**src/rtl/rr_grant_sequencer.sv**
```systemverilog
// Round-robin arbiter for four requesters that drives a 2-to-4 enable decoder.
// Grants are held until release or a hold limit, with a one-cycle gap between owners.
module rr_grant_sequencer #(
  parameter int unsigned MAX_HOLD = 15,
  parameter int unsigned CNT_W    = 4
) (
  input  logic       clk,
  input  logic       rst_n,
  input  logic [3:0] req,
  output logic       addr0,
  output logic       addr1,
  output logic       enable,
  output logic [3:0] gnt,
  output logic       busy,
  output logic       timeout
);

  typedef enum logic [1:0] {StIdle, StGrant, StGap} state_e;

  localparam logic [CNT_W-1:0] HoldLast = CNT_W'(MAX_HOLD == 0 ? 0 : MAX_HOLD - 1);

  state_e           state_q;
  logic [1:0]       owner_q;
  logic [1:0]       last_q;
  logic [CNT_W-1:0] cnt_q;
  logic             enable_q;
  logic [3:0]       gnt_q;
  logic             busy_q;
  logic             timeout_q;

  logic [1:0] win;
  logic       found;
  logic [1:0] idx;

  // Scan from last+1 upward; the last owner itself is checked last.
  always_comb begin
    win   = last_q;
    found = 1'b0;
    idx   = last_q;
    for (int k = 1; k <= 4; k++) begin
      idx = last_q + 2'(k);
      if (!found && req[idx]) begin
        win   = idx;
        found = 1'b1;
      end
    end
  end

  always_ff @(posedge clk or negedge rst_n) begin
    if (!rst_n) begin
      state_q   <= StIdle;
      owner_q   <= 2'd0;
      last_q    <= 2'd3;
      cnt_q     <= '0;
      enable_q  <= 1'b0;
      gnt_q     <= 4'b0000;
      busy_q    <= 1'b0;
      timeout_q <= 1'b0;
    end else begin
      timeout_q <= 1'b0;
      unique case (state_q)
        StIdle, StGap: begin
          if (found) begin
            state_q  <= StGrant;
            owner_q  <= win;
            cnt_q    <= '0;
            enable_q <= 1'b1;
            gnt_q    <= 4'b0001 << win;
            busy_q   <= 1'b1;
          end else begin
            state_q  <= StIdle;
            enable_q <= 1'b0;
            gnt_q    <= 4'b0000;
            busy_q   <= 1'b0;
          end
        end
        StGrant: begin
          if (!req[owner_q]) begin
            state_q  <= StGap;
            last_q   <= owner_q;
            enable_q <= 1'b0;
            gnt_q    <= 4'b0000;
          end else if (MAX_HOLD != 0 && cnt_q == HoldLast) begin
            state_q   <= StGap;
            last_q    <= owner_q;
            enable_q  <= 1'b0;
            gnt_q     <= 4'b0000;
            timeout_q <= 1'b1;
          end else begin
            cnt_q <= cnt_q + 1'b1;
          end
        end
        default: begin
          state_q  <= StIdle;
          enable_q <= 1'b0;
          gnt_q    <= 4'b0000;
          busy_q   <= 1'b0;
        end
      endcase
    end
  end

  assign addr0   = owner_q[0];
  assign addr1   = owner_q[1];
  assign enable  = enable_q;
  assign gnt     = gnt_q;
  assign busy    = busy_q;
  assign timeout = timeout_q;

endmodule

```
**config.mk**
```make
export PLATFORM = sky130hd
export DESIGN_NAME = rr_grant_sequencer
export DESIGN_NICKNAME = d
export VERILOG_FILES = /design/src/rtl/rr_grant_sequencer.sv
export SDC_FILE = /design/constraint.sdc
export NUM_CORES = 1
export LEC_CHECK = 0
export ABC_AREA = 1
export CAP_MARGIN = 25
export CORE_AREA = 4 4 66 53
export DETAILED_ROUTE_END_ITERATION = 8
export DIE_AREA = 0 0 70 57
export PLACE_DENSITY = 0.56
export SYNTH_ARGS = -nofsm -noshare
export SYNTH_HDL_FRONTEND = slang
export SYNTH_SLANG_ARGS = --single-unit
```
**constraint.sdc**
```tcl
create_clock -name clk -period 1.9 [get_ports clk]
set_clock_uncertainty 0.2 [all_clocks]
set_input_delay 0.475 -clock clk [delete_from_list [all_inputs] [get_ports clk]]
set_output_delay 0.475 -clock clk [all_outputs]
set_load 0.005 [all_outputs]
```
-- After elaboration in Yosys (flattened, before gate mapping)
Index checks and enable logic that the tools add are counted.
- flip-flop bits (word level): 17
- input bits: 6
- output and inout port bits: 9
- logic and storage cells: 78
- add/sub/neg operators: 4
- $lt $le $gt $ge: 5
- equality and inequality tests: 8
- shift-type cells: 1
- multiplexer cells: 40
- reductions and logical operators: 12
- operator list (cell ; count):
    4-bit 2-to-1 mux ; 6
    1-bit 2-to-1 mux ; 16
    2-bit 2-to-1 mux ; 8
    4-bit one-hot mux with 2 select lines ; 2
    2-bit by 3-bit less-than comparator with 1-bit output, second input constant ; 5
    1-bit binary-select mux with 2-bit select ; 5
    2-bit inequality test, second input constant ; 3
    2-bit adder, second input constant ; 2
    4-bit by 1-bit adder with 4-bit output, second input constant ; 1
    4-bit == test, second input constant ; 1
    1-bit one-hot mux with 2 select lines ; 2
    2-bit one-hot mux with 2 select lines ; 1
    2-bit AND reduction ; 2
    4-bit AND reduction ; 1
    1-bit by 2-bit left shift with 4-bit output, first input constant ; 1
    1-bit logical AND ; 3
    1-bit logical NOT ; 3
    3-bit inequality test, second input constant ; 1
    2-bit by 1-bit adder with 2-bit output, second input constant ; 1
    2-bit by 1-bit == test with 1-bit output, second input constant ; 1
    2-bit == test, second input constant ; 1
    2-bit logical NOT ; 1
    2-bit by 1-bit inequality test with 1-bit output, second input constant ; 1
    2-bit nonzero test ; 1
    2-bit OR reduction ; 1

-- Logic depth before layout (Yosys ltp)
Gate-level depths: netlist of the first run.
- depth after elaboration: 16
- mapped depth: 12
- gate-level depth less buffers: 12

-- Worst setup path after synthesis of the first run
Ideal clock, no wire load.
- kind: flip-flop to flip-flop
- start: register last_q[1]
- end: register gnt_q[3] (netlist: gnt[3])
- library setup time: 0.116 ns
- arrival: 1.409 ns
- data required time: 1.584 ns
- slack: 0.174 ns
- stages on the path, launching flop included: 13
- buffers on the path: 1
- cell sequence: dfstp_2 > inv_2 > nand2_2 > nand2_2 > nand2_2 > nand2_4 > nor2_4 > nand3_2 > nand2_2 > buf_6 > nor2_4 > nand2_1 > nand2_1
- word-level cells in the longest chain between the ends: 16
- elaborated cells between the ends (all ways): 28
- classes of those cells: add/sub (3); shift (1); mux (18); reduce/logical (6)
- ends and longest elaborated chain (item ; line ; RTL):
    start: declaration ; 24 ; logic [1:0] last_q;
    start signal: assignment ; 80 ; last_q <= owner_q;
    start signal: assignment ; 85 ; last_q <= owner_q;
    2-bit by 1-bit adder with 2-bit output ; 41 ; idx = last_q + 2'(k);
    1-bit binary-select mux with 2-bit select ; 42 ; if (!found && req[idx]) begin
    1-bit 2-to-1 mux (not written as such) ; 42 ;
    1-bit 2-to-1 mux ; 42 ;
    1-bit logical NOT ; 42 ;
    1-bit logical AND ; 42 ;
    1-bit 2-to-1 mux ; 42 ;
    1-bit logical NOT ; 42 ;
    1-bit logical AND ; 42 ;
    1-bit 2-to-1 mux ; 42 ;
    1-bit logical NOT ; 42 ;
    1-bit logical AND ; 42 ;
    2-bit 2-to-1 mux ; 42 ;
    1-bit by 2-bit left shift with 4-bit output ; 68 ; gnt_q <= 4'b0001 << win;
    4-bit 2-to-1 mux (*) ; 63 ; if (found) begin
    4-bit one-hot mux with 2 select lines (*) ; 61 ; unique case (state_q)
    end signal: assignment ; 68 ;
    end: declaration ; 27 ; logic [3:0] gnt_q;
Mark *: on every way between the ends. The rest lies on a longest branch, timed or not. The select of a mux whose other input is x is not followed.
A chain may end at the register's enable or synchronous reset.

-- Final worst setup path of the first run
- start: register last_q[0]
- end: register gnt_q[0] (netlist: gnt[0])
The elaborated chain is that of the path after synthesis.

==> results of run 1 <==
## synthesized netlist by cell type, drive strengths merged
library cell  number
nand2             78
inv               18
dfrtp             15
nand3             15
o21ai             10
nor2               7
buf                2
dfstp              2
ha                 2
nand4              1
nor3               1
## area by class of cell
type	instances	area share (%)
clock buffers	3	2.636
clock inverters	1	0.3195
inverters	18	4.633
multi-input cells	115	40.58
flip-flops and latches	17	27.32
well taps	38	3.035
repair buffers	37	21.49
## per-layer routing
metal  wire length (µm)  vias to the layer above  GRT usage, %
met1               1275                      474         17.93
met3                193                        2         4.754
met4                  6                        0         1.639
met5                  0                        -             0
met2               1070                       28         18.30
li1                   -                      544             -
## sequential cells by signal (all words and copies together) (netlist names)
name and count:
busy 1, cnt_q 4, enable 1, gnt 4, last_q 2, owner_q 2
state_q 2, timeout 1
## power by group through the flow
| stage | Clock [mW] | Sequential [mW] | Combinational, mW |
|---|---|---|---|
| after floorplan | 0 | 0.595 | 1.06 |
| after global placement | 0 | 0.607 | 1.59 |
| after detailed placement | 0 | 0.605 | 1.61 |
| after CTS | 0.272 | 0.600 | 1.70 |
| after global routing | 0.295 | 0.628 | 2.12 |
| final | 0.263 | 0.608 | 1.90 |
## worst min path at each step
stage | from | to | slack, ps | cells after the start
finish | busy | busy | 280 | 2
global placement | gnt[1] | gnt[1] | 270 | 2
CTS | gnt[1] | gnt[1] | 280 | 2
detailed placement | gnt[1] | gnt[1] | 260 | 2
global route | gnt[1] | gnt[1] | 300 | 2
floorplan | rst_n | busy | -20 | 0
## cells in the final DEF, fill, tap and decap left out
cell | Yosys | layout
inv_4 | 0 | 2
nand3_4 | 0 | 1
clkinv_2 | 0 | 1
nand2_4 | 3 | 5
clkbuf_8 | 0 | 3
inv_1 | 14 | 14
ha_1 | 2 | 2
o21ai_0 | 6 | 4
nand2_2 | 7 | 19
o21ai_1 | 1 | 3
nor2_2 | 2 | 3
clkdlybuf4s50_1 | 0 | 9
nor2_1 | 3 | 2
nand3_2 | 3 | 4
nand3_1 | 12 | 10
nor2_4 | 2 | 2
dfrtp_1 | 15 | 15
nor3_1 | 1 | 1
inv_2 | 4 | 2
o21ai_2 | 3 | 3
buf_6 | 2 | 3
dlymetal6s2s_1 | 0 | 5
buf_4 | 0 | 20
nand2_1 | 68 | 55
dfstp_2 | 2 | 2
nand4_1 | 1 | 1
## worst register-to-register path: stages (launching register included)
cell and delay [ps]:
dfstp_2 590, buf_6 150, nand2_2 70, nand2_4 80
nand2_1 60, nand2_2 120, inv_1 70, nand3_2 110
nand2_4 100, nor2_2 120, nand2_1 60, nand2_1 60
## cell families after synthesis
group                      after synthesis  share of synthesized area (%)
DFF                                     17                          39.45
adders and majority gates                2                          2.306
and+or+nand+nor                        102                          44.29
AOI/OAI and AO/OA                       10                          5.652
buffers and inverters                   20                          8.304
## metrics by stage
stage / setup WS (ps) / hold slack [ps] / TNS (ps)
detailed placement: -359.6 / 264.9 / -4252
floorplan: 174.1 / -20.59 / 0
global route: -59.60 / 302.9 / -465.8
CTS: 20.51 / 282.0 / 0
finish: 45.30 / 283.1 / 0
global placement: -311.4 / 265.4 / -3849
## timing repair
action / CTS / global route
cloned: 1 / 0
hold endpoints to repair: 0 / 0
setup buffers: 0 / 5
gates resized for setup: 8 / 23
endpoints found under the setup margin: 12 / 14
pin swaps: 1 / 12
==> run_results.csv, run 1 <==
group,metric,value,unit
worst_setup_path,critical-path-top-cell-by-count,"nand2_1",
drt,drt_first_pass_iters,4,
power,clockPowerShare,9.5,%
power,comb_power_share,68.5,%
finish,utilization,54.96,%
clocking,worstSkewPairLatency,250,ps
clocking,cts_root_buffer,"clkbuf_8",
worst_setup_path,reg2reg_depth,11,
synthesis,yosysTopAreaCell,"dfrtp_1",
floorplanning,io-pin-count,15,
floorplanning,floorplan.die_area,3990,µm²
clocking,post_cts_hold_buffer_count,0,
worst_setup_path,category_of_the_worst_setup_path_launch_point,"register",
sta,finalCriticalPeriod,1855,ps
floorplanning,initial_standard_cell_utilization_of_the_core,38.06,%
drt,detailroute.via_count,1048,
worst_setup_path,crit_buf_inv,2,
power,switching_share,46.33,%
synthesis,mappedNetlistArea,1085,µm²
placement,dpl_cell_area,1385,µm²
power,seqPwrFrac,22.0,%
floorplanning,placement_rows,17,
synthesis,synthCells,151,
floorplanning,chipWidth,70,µm
finish,final_cell_area,1567,µm²
synthesis,synth_top_area_cells,"dfrtp_1 35%, nand2_1 24%, nand3_1 5.5%",
clocking,cts_buffers,3,
drt,routed_wire_length,2545,µm
worst_setup_path,critPathLaunch,"last_q[0]",
synthesis,synth_top_cell_area_share,34.60,%
finish,finish.cell_count_without_fillers,229,
sta,post-route-period-util,97.62,%
sta,rsz0062_at_grt,"true",
power,p_sw,1.282,mW
synthesis,synth-seq-area-share,39.45,%
power,power-per-cell-area,1767,nW/µm²
synthesis,synth.ff_latch_count,17,
worst_setup_path,timing.critical_path.slowest_stage_cell,"dfstp_2",
synthesis,yosys_warnings,0,
placement,hpwl,1825,µm
min_path,hp-class,"reg2reg",
worst_setup_path,crit_path_end,"gnt[0]",
worst_setup_path,r2r-end,"gnt[0]",
job,drv_cap,0,
sta,timing.fmax,539.2,MHz
finish,finish.net_count,200,
floorplanning,coreArea,2850,µm²
synthesis,syn-mean-instance-area,7.184,µm²
worst_setup_path,slowest_delay,590,ps
clocking,clock_sinks,17,
finish,area_growth,44.41,%
drt,route.detailed.drc,0,
clocking,path_clk_slew,70,ps
drt,drt-initial-drc-count,42,
global_route,grt_pass1_vias,965,
worst_setup_path,path_max_fanout,6,
power,vdd_drop_max,0.0007524,V
placement,globalplace.congestion,0.8354,
global_route,globalRouteOverflowTotal,0,
power,power.leakage,0.8579,nW
floorplanning,fp.dieH,57,µm
finish,post_route_cells_drive_above_1_share,36.65,%
finish,sequential_cell_area,427.9,µm²
sta,slew-limit-headroom,83.46,%
sta,number_of_hold_slack_violations_in_the_final_timing_report,0,
clocking,clk_path_buf_depth,2,
sta,final-max-slew-violation-count,0,
clocking,cts_max_level,1,
sta,finalSetupViolCount,0,
drt,route.detailed.wl_per_inst,11.11,µm
worst_setup_path,crit_chain,"buf_6 > nand2_2 > nand2_4 > nand2_1 > nand2_2 > inv_1 > nand3_2 > nand2_4 > nor2_2 > nand2_1 > nand2_1",
global_route,initial_antenna_violation_count,0,
power,power_report.internal_total,1.485,mW
worst_setup_path,crit_type,"reg2reg",
finish,multi_input_area,635.6,µm²
worst_setup_path,timing.critical_path.arrival,1840,ps
worst_setup_path,reg2reg_setup_slack,50,ps
global_route,grt_max_degree,18,
global_route,grt.total_usage,12.47,%
worst_setup_path,cp.required,1880,ps
finish,fillCellCount,273,
drt,detail_route.vias_per_cell,4.576,
clocking,tritoncts_clock_tree,"yes",
power,fin_total_pwr,2.768,mW
synthesis,synthDistinctLibCells,19,
worst_setup_path,cp_top_family,"simple AND/OR/NAND/NOR gates",
placement,dp.cells,219,
synthesis,synthesis.nets,159,
outcome,run_status,"complete, no violations",
worst_setup_path,worstSetupPathDepth,11,
worst_setup_path,regToRegStartpoint,"last_q[0]",
drt,drtAntennaViolNets,0,
finish,count_of_inserted_antenna_diode_cells,0,
global_route,grt_first_pass_wirelength,4071,µm
worst_setup_path,worst_setup_path_end_kind,"register",
sta,tightestPinTransition,247.3,ps
placement,place.port_buffers,14,
No activity file was read; power rests on OpenSTA's default activity.
==> run 2, diff against run 1 <==
- ABC_AREA: 1 -> not set
- CORE_AREA: 4 4 66 53 -> 4 4 58 47
- CTS_BUF_LIST: not set -> sky130_fd_sc_hd__clkbuf_8
- DIE_AREA: 0 0 70 57 -> 0 0 62 51
- PLACE_DENSITY: 0.56 -> 0.57
==> run_results.csv, run 2 <==
group,metric,value,unit
clocking,tritoncts_clock_tree,"yes",
worst_setup_path,timing.critical_path.arrival,1180,ps
synthesis,synth.ff_latch_count,17,
clocking,clock_sinks,17,
synthesis,mappedNetlistArea,793.3,µm²
sta,number_of_hold_slack_violations_in_the_final_timing_report,0,
floorplanning,initial_standard_cell_utilization_of_the_core,36.13,%
global_route,grt_first_pass_wirelength,2932,µm
power,switching_share,32.72,%
sta,tightestPinTransition,229.9,ps
worst_setup_path,timing.critical_path.slowest_stage_cell,"clkdlybuf4s50_1",
sta,slew-limit-headroom,84.56,%
sta,rsz0062_at_grt,"false",
power,comb_power_share,49.7,%
synthesis,ys_dominant_reg_cell,"dfrtp_1",
worst_setup_path,crit_chain,"clkdlybuf4s50_1",
sta,finalSetupViolCount,0,
power,clockPowerShare,15.2,%
job,drv_cap,0,
finish,mostFrequentLayoutCell,"buf_4",
power,power-per-cell-area,1562,nW/µm²
finish,count_of_inserted_antenna_diode_cells,0,
sta,post-route-worst-setup-slack,46.35,ps
finish,final_cell_area,1141,µm²
global_route,globalRouteOverflowTotal,0,
placement,globalplace.congestion,0.7751,
drt,route.detailed.drc,0,
clocking,cts_buffers,3,
worst_setup_path,crit_type,"reg2out",
drt,routedLengthMet1,802,µm
placement,dpl_cell_area,1066,µm²
clocking,path_clk_slew,70,ps
worst_setup_path,worstSetupPathDepth,1,
drt,drt_first_pass_iters,4,
global_route,grt_pass1_vias,693,
sta,timing.fmax,539.5,MHz
synthesis,yosysTopAreaCell,"dfrtp_1",
floorplanning,chipWidth,62,µm
finish,area_growth,43.85,%
worst_setup_path,path_max_fanout,4,
placement,place.port_buffers,14,
drt,routed_wire_length,1706,µm
min_path,hp-class,"reg2reg",
global_route,grt.total_usage,12.95,%
sta,post-route-period-util,97.56,%
worst_setup_path,crit_buf_inv,1,
drt,routed-wl-met3,84,µm
power,power_report.internal_total,1.199,mW
placement,hpwl,1234,µm
placement,pre_cts_slack,-427.1,ps
synthesis,yosys_warnings,0,
worst_setup_path,cp_top_family,"buffers and inverters",
outcome,run_status,"complete, no violations",
finish,finish.cell_count_without_fillers,133,
clocking,worstSkewPairLatency,260,ps
synthesis,async_reset_ff_share,100.0,%
synthesis,synthCells,74,
synthesis,synthesis.nets,82,
drt,drtAntennaViolNets,0,
synthesis,syn-mean-instance-area,10.72,µm²
placement,dp.cells,127,
floorplanning,floorplan.die_area,3162,µm²
floorplanning,coreArea,2196,µm²
power,seqPwrFrac,35.2,%
synthesis,synth_top_cell_area_share,47.32,%
worst_setup_path,reg2reg_depth,4,
worst_setup_path,category_of_the_worst_setup_path_launch_point,"register",
drt,detailroute.via_count,672,
finish,fillCellCount,213,
finish,post_route_cells_drive_above_1_share,26.85,%
floorplanning,placement_rows,15,
synthesis,synth-seq-area-share,53.94,%
sta,finalCriticalPeriod,1854,ps
synthesis,number_of_synthesized_flops_with_an_enable_pin,0,
synthesis,synth_commonest_cells,"15 x dfrtp_1, 15 x nand2_1, 4 x o21ai_0",
finish,most-common-layout-cells,"17 x buf_4, 15 x nand2_1, 15 x dfrtp_1",
power,power.leakage,0.5522,nW
finish,finish.net_count,117,
power,p_sw,0.5833,mW
clocking,clk_path_buf_depth,2,
clocking,cts_max_level,1,
worst_setup_path,worst_setup_path_end_kind,"primary output",
floorplanning,fp.dieH,51,µm
clocking,cts_root_buffer,"clkbuf_8",
drt,met2WireLength,744,µm
worst_setup_path,cp.required,1220,ps
drt,drt-initial-drc-count,11,
min_path,worst_hold_path.num_cells,2,
drt,detail_route.vias_per_cell,5.053,
clocking,post_cts_hold_buffer_count,0,
global_route,grt_max_degree,18,
drt,top_signal_layer_used,"met4",
worst_setup_path,slowest_delay,520,ps
global_route,initial_antenna_violation_count,0,
synthesis,synthDistinctLibCells,28,
drt,route.detailed.wl_per_inst,12.83,µm
sta,final-max-slew-violation-count,0,
synthesis,synth_top_area_cells,"dfrtp_1 47%, nand2_1 7.1%, dfstp_2 6.6%",
floorplanning,io-pin-count,15,
power,vdd_drop_max,0.0008690,V
## run 2: changes by cell type in the layout (fill, tap and decap cells not counted), sizes merged, moves of 5 or more
cell and change:
buf -6, nand2 -64, inv -16, nand3 -13
o21ai -5
## run 2: repair_timing
action / CTS / global route
pin swaps: 1 / 1
setup buffers: 1 / 1
setup endpoints to repair: 11 / 3
resized for setup: 8 / 1
## run 2: layout make-up
type	count	area, µm²	share of cell area (%)
multi-input combinational	54	362.8	31.80
sequential	17	427.9	37.50
inverter	2	7.507	0.6579
timing repair buffer	31	265.3	23.25
tap	25	31.28	2.741
clock inverter	1	5.005	0.4386
clock buffer	3	41.29	3.618
## run 2: logic make-up after synthesis
kind of cell | count (synthesis) | share of synthesized area (%)
AOI/OAI and AO/OA | 18 | 15.30
adders and majority gates | 2 | 3.154
buffers and inverters | 3 | 2.366
DFF | 17 | 53.94
muxes | 5 | 8.044
and+or+nand+nor | 29 | 17.19
## run 2: power groups by stage
stage / clock (mW) / sequential, mW / combinational (mW)
floorplan: 0 / 0.626 / 0.404
global placement: 0 / 0.636 / 0.818
detailed placement: 0 / 0.635 / 0.821
CTS: 0.289 / 0.627 / 0.886
global route: 0.309 / 0.647 / 0.976
finish: 0.271 / 0.627 / 0.885
## run 2: path summary, 6_finish.rpt
check                           start        end  slack [ps]
max in group asynchronous       rst_n  last_q[1]         900
hold reg to reg                  busy       busy         280
setup reg to reg           owner_q[1]  last_q[1]          80
hold / removal                   busy       busy         280
min in group asynchronous       rst_n       busy         340
setup / recovery           owner_q[0]      addr0          50
## run 2: per-stage QoR
step	total power, mW	setup TNS, ps	utilization (%)	hold WS [ps]
after floorplan	1.030	0	-	-20.59
after global placement	1.453	-4038	48.55	258.0
after detailed placement	1.456	-4357	48.55	268.1
after CTS	1.802	0	51.51	285.2
after global routing	1.932	0	51.97	316.7
final	1.782	0	51.97	277.3
## run 2: layer usage
layer / up-vias / track usage, %
met2: 17 / 17.59
met1: 315 / 16.56
met4: 0 / 8.834
met3: 9 / 4.798
met5: - / 0
li1: 331 / -
==> run 3, diff against run 2 <==
- GPL_ROUTABILITY_DRIVEN: not set -> 0
==> results of run 3 <==
No change in the layout: final DEF, timing and power equal those of run 2.
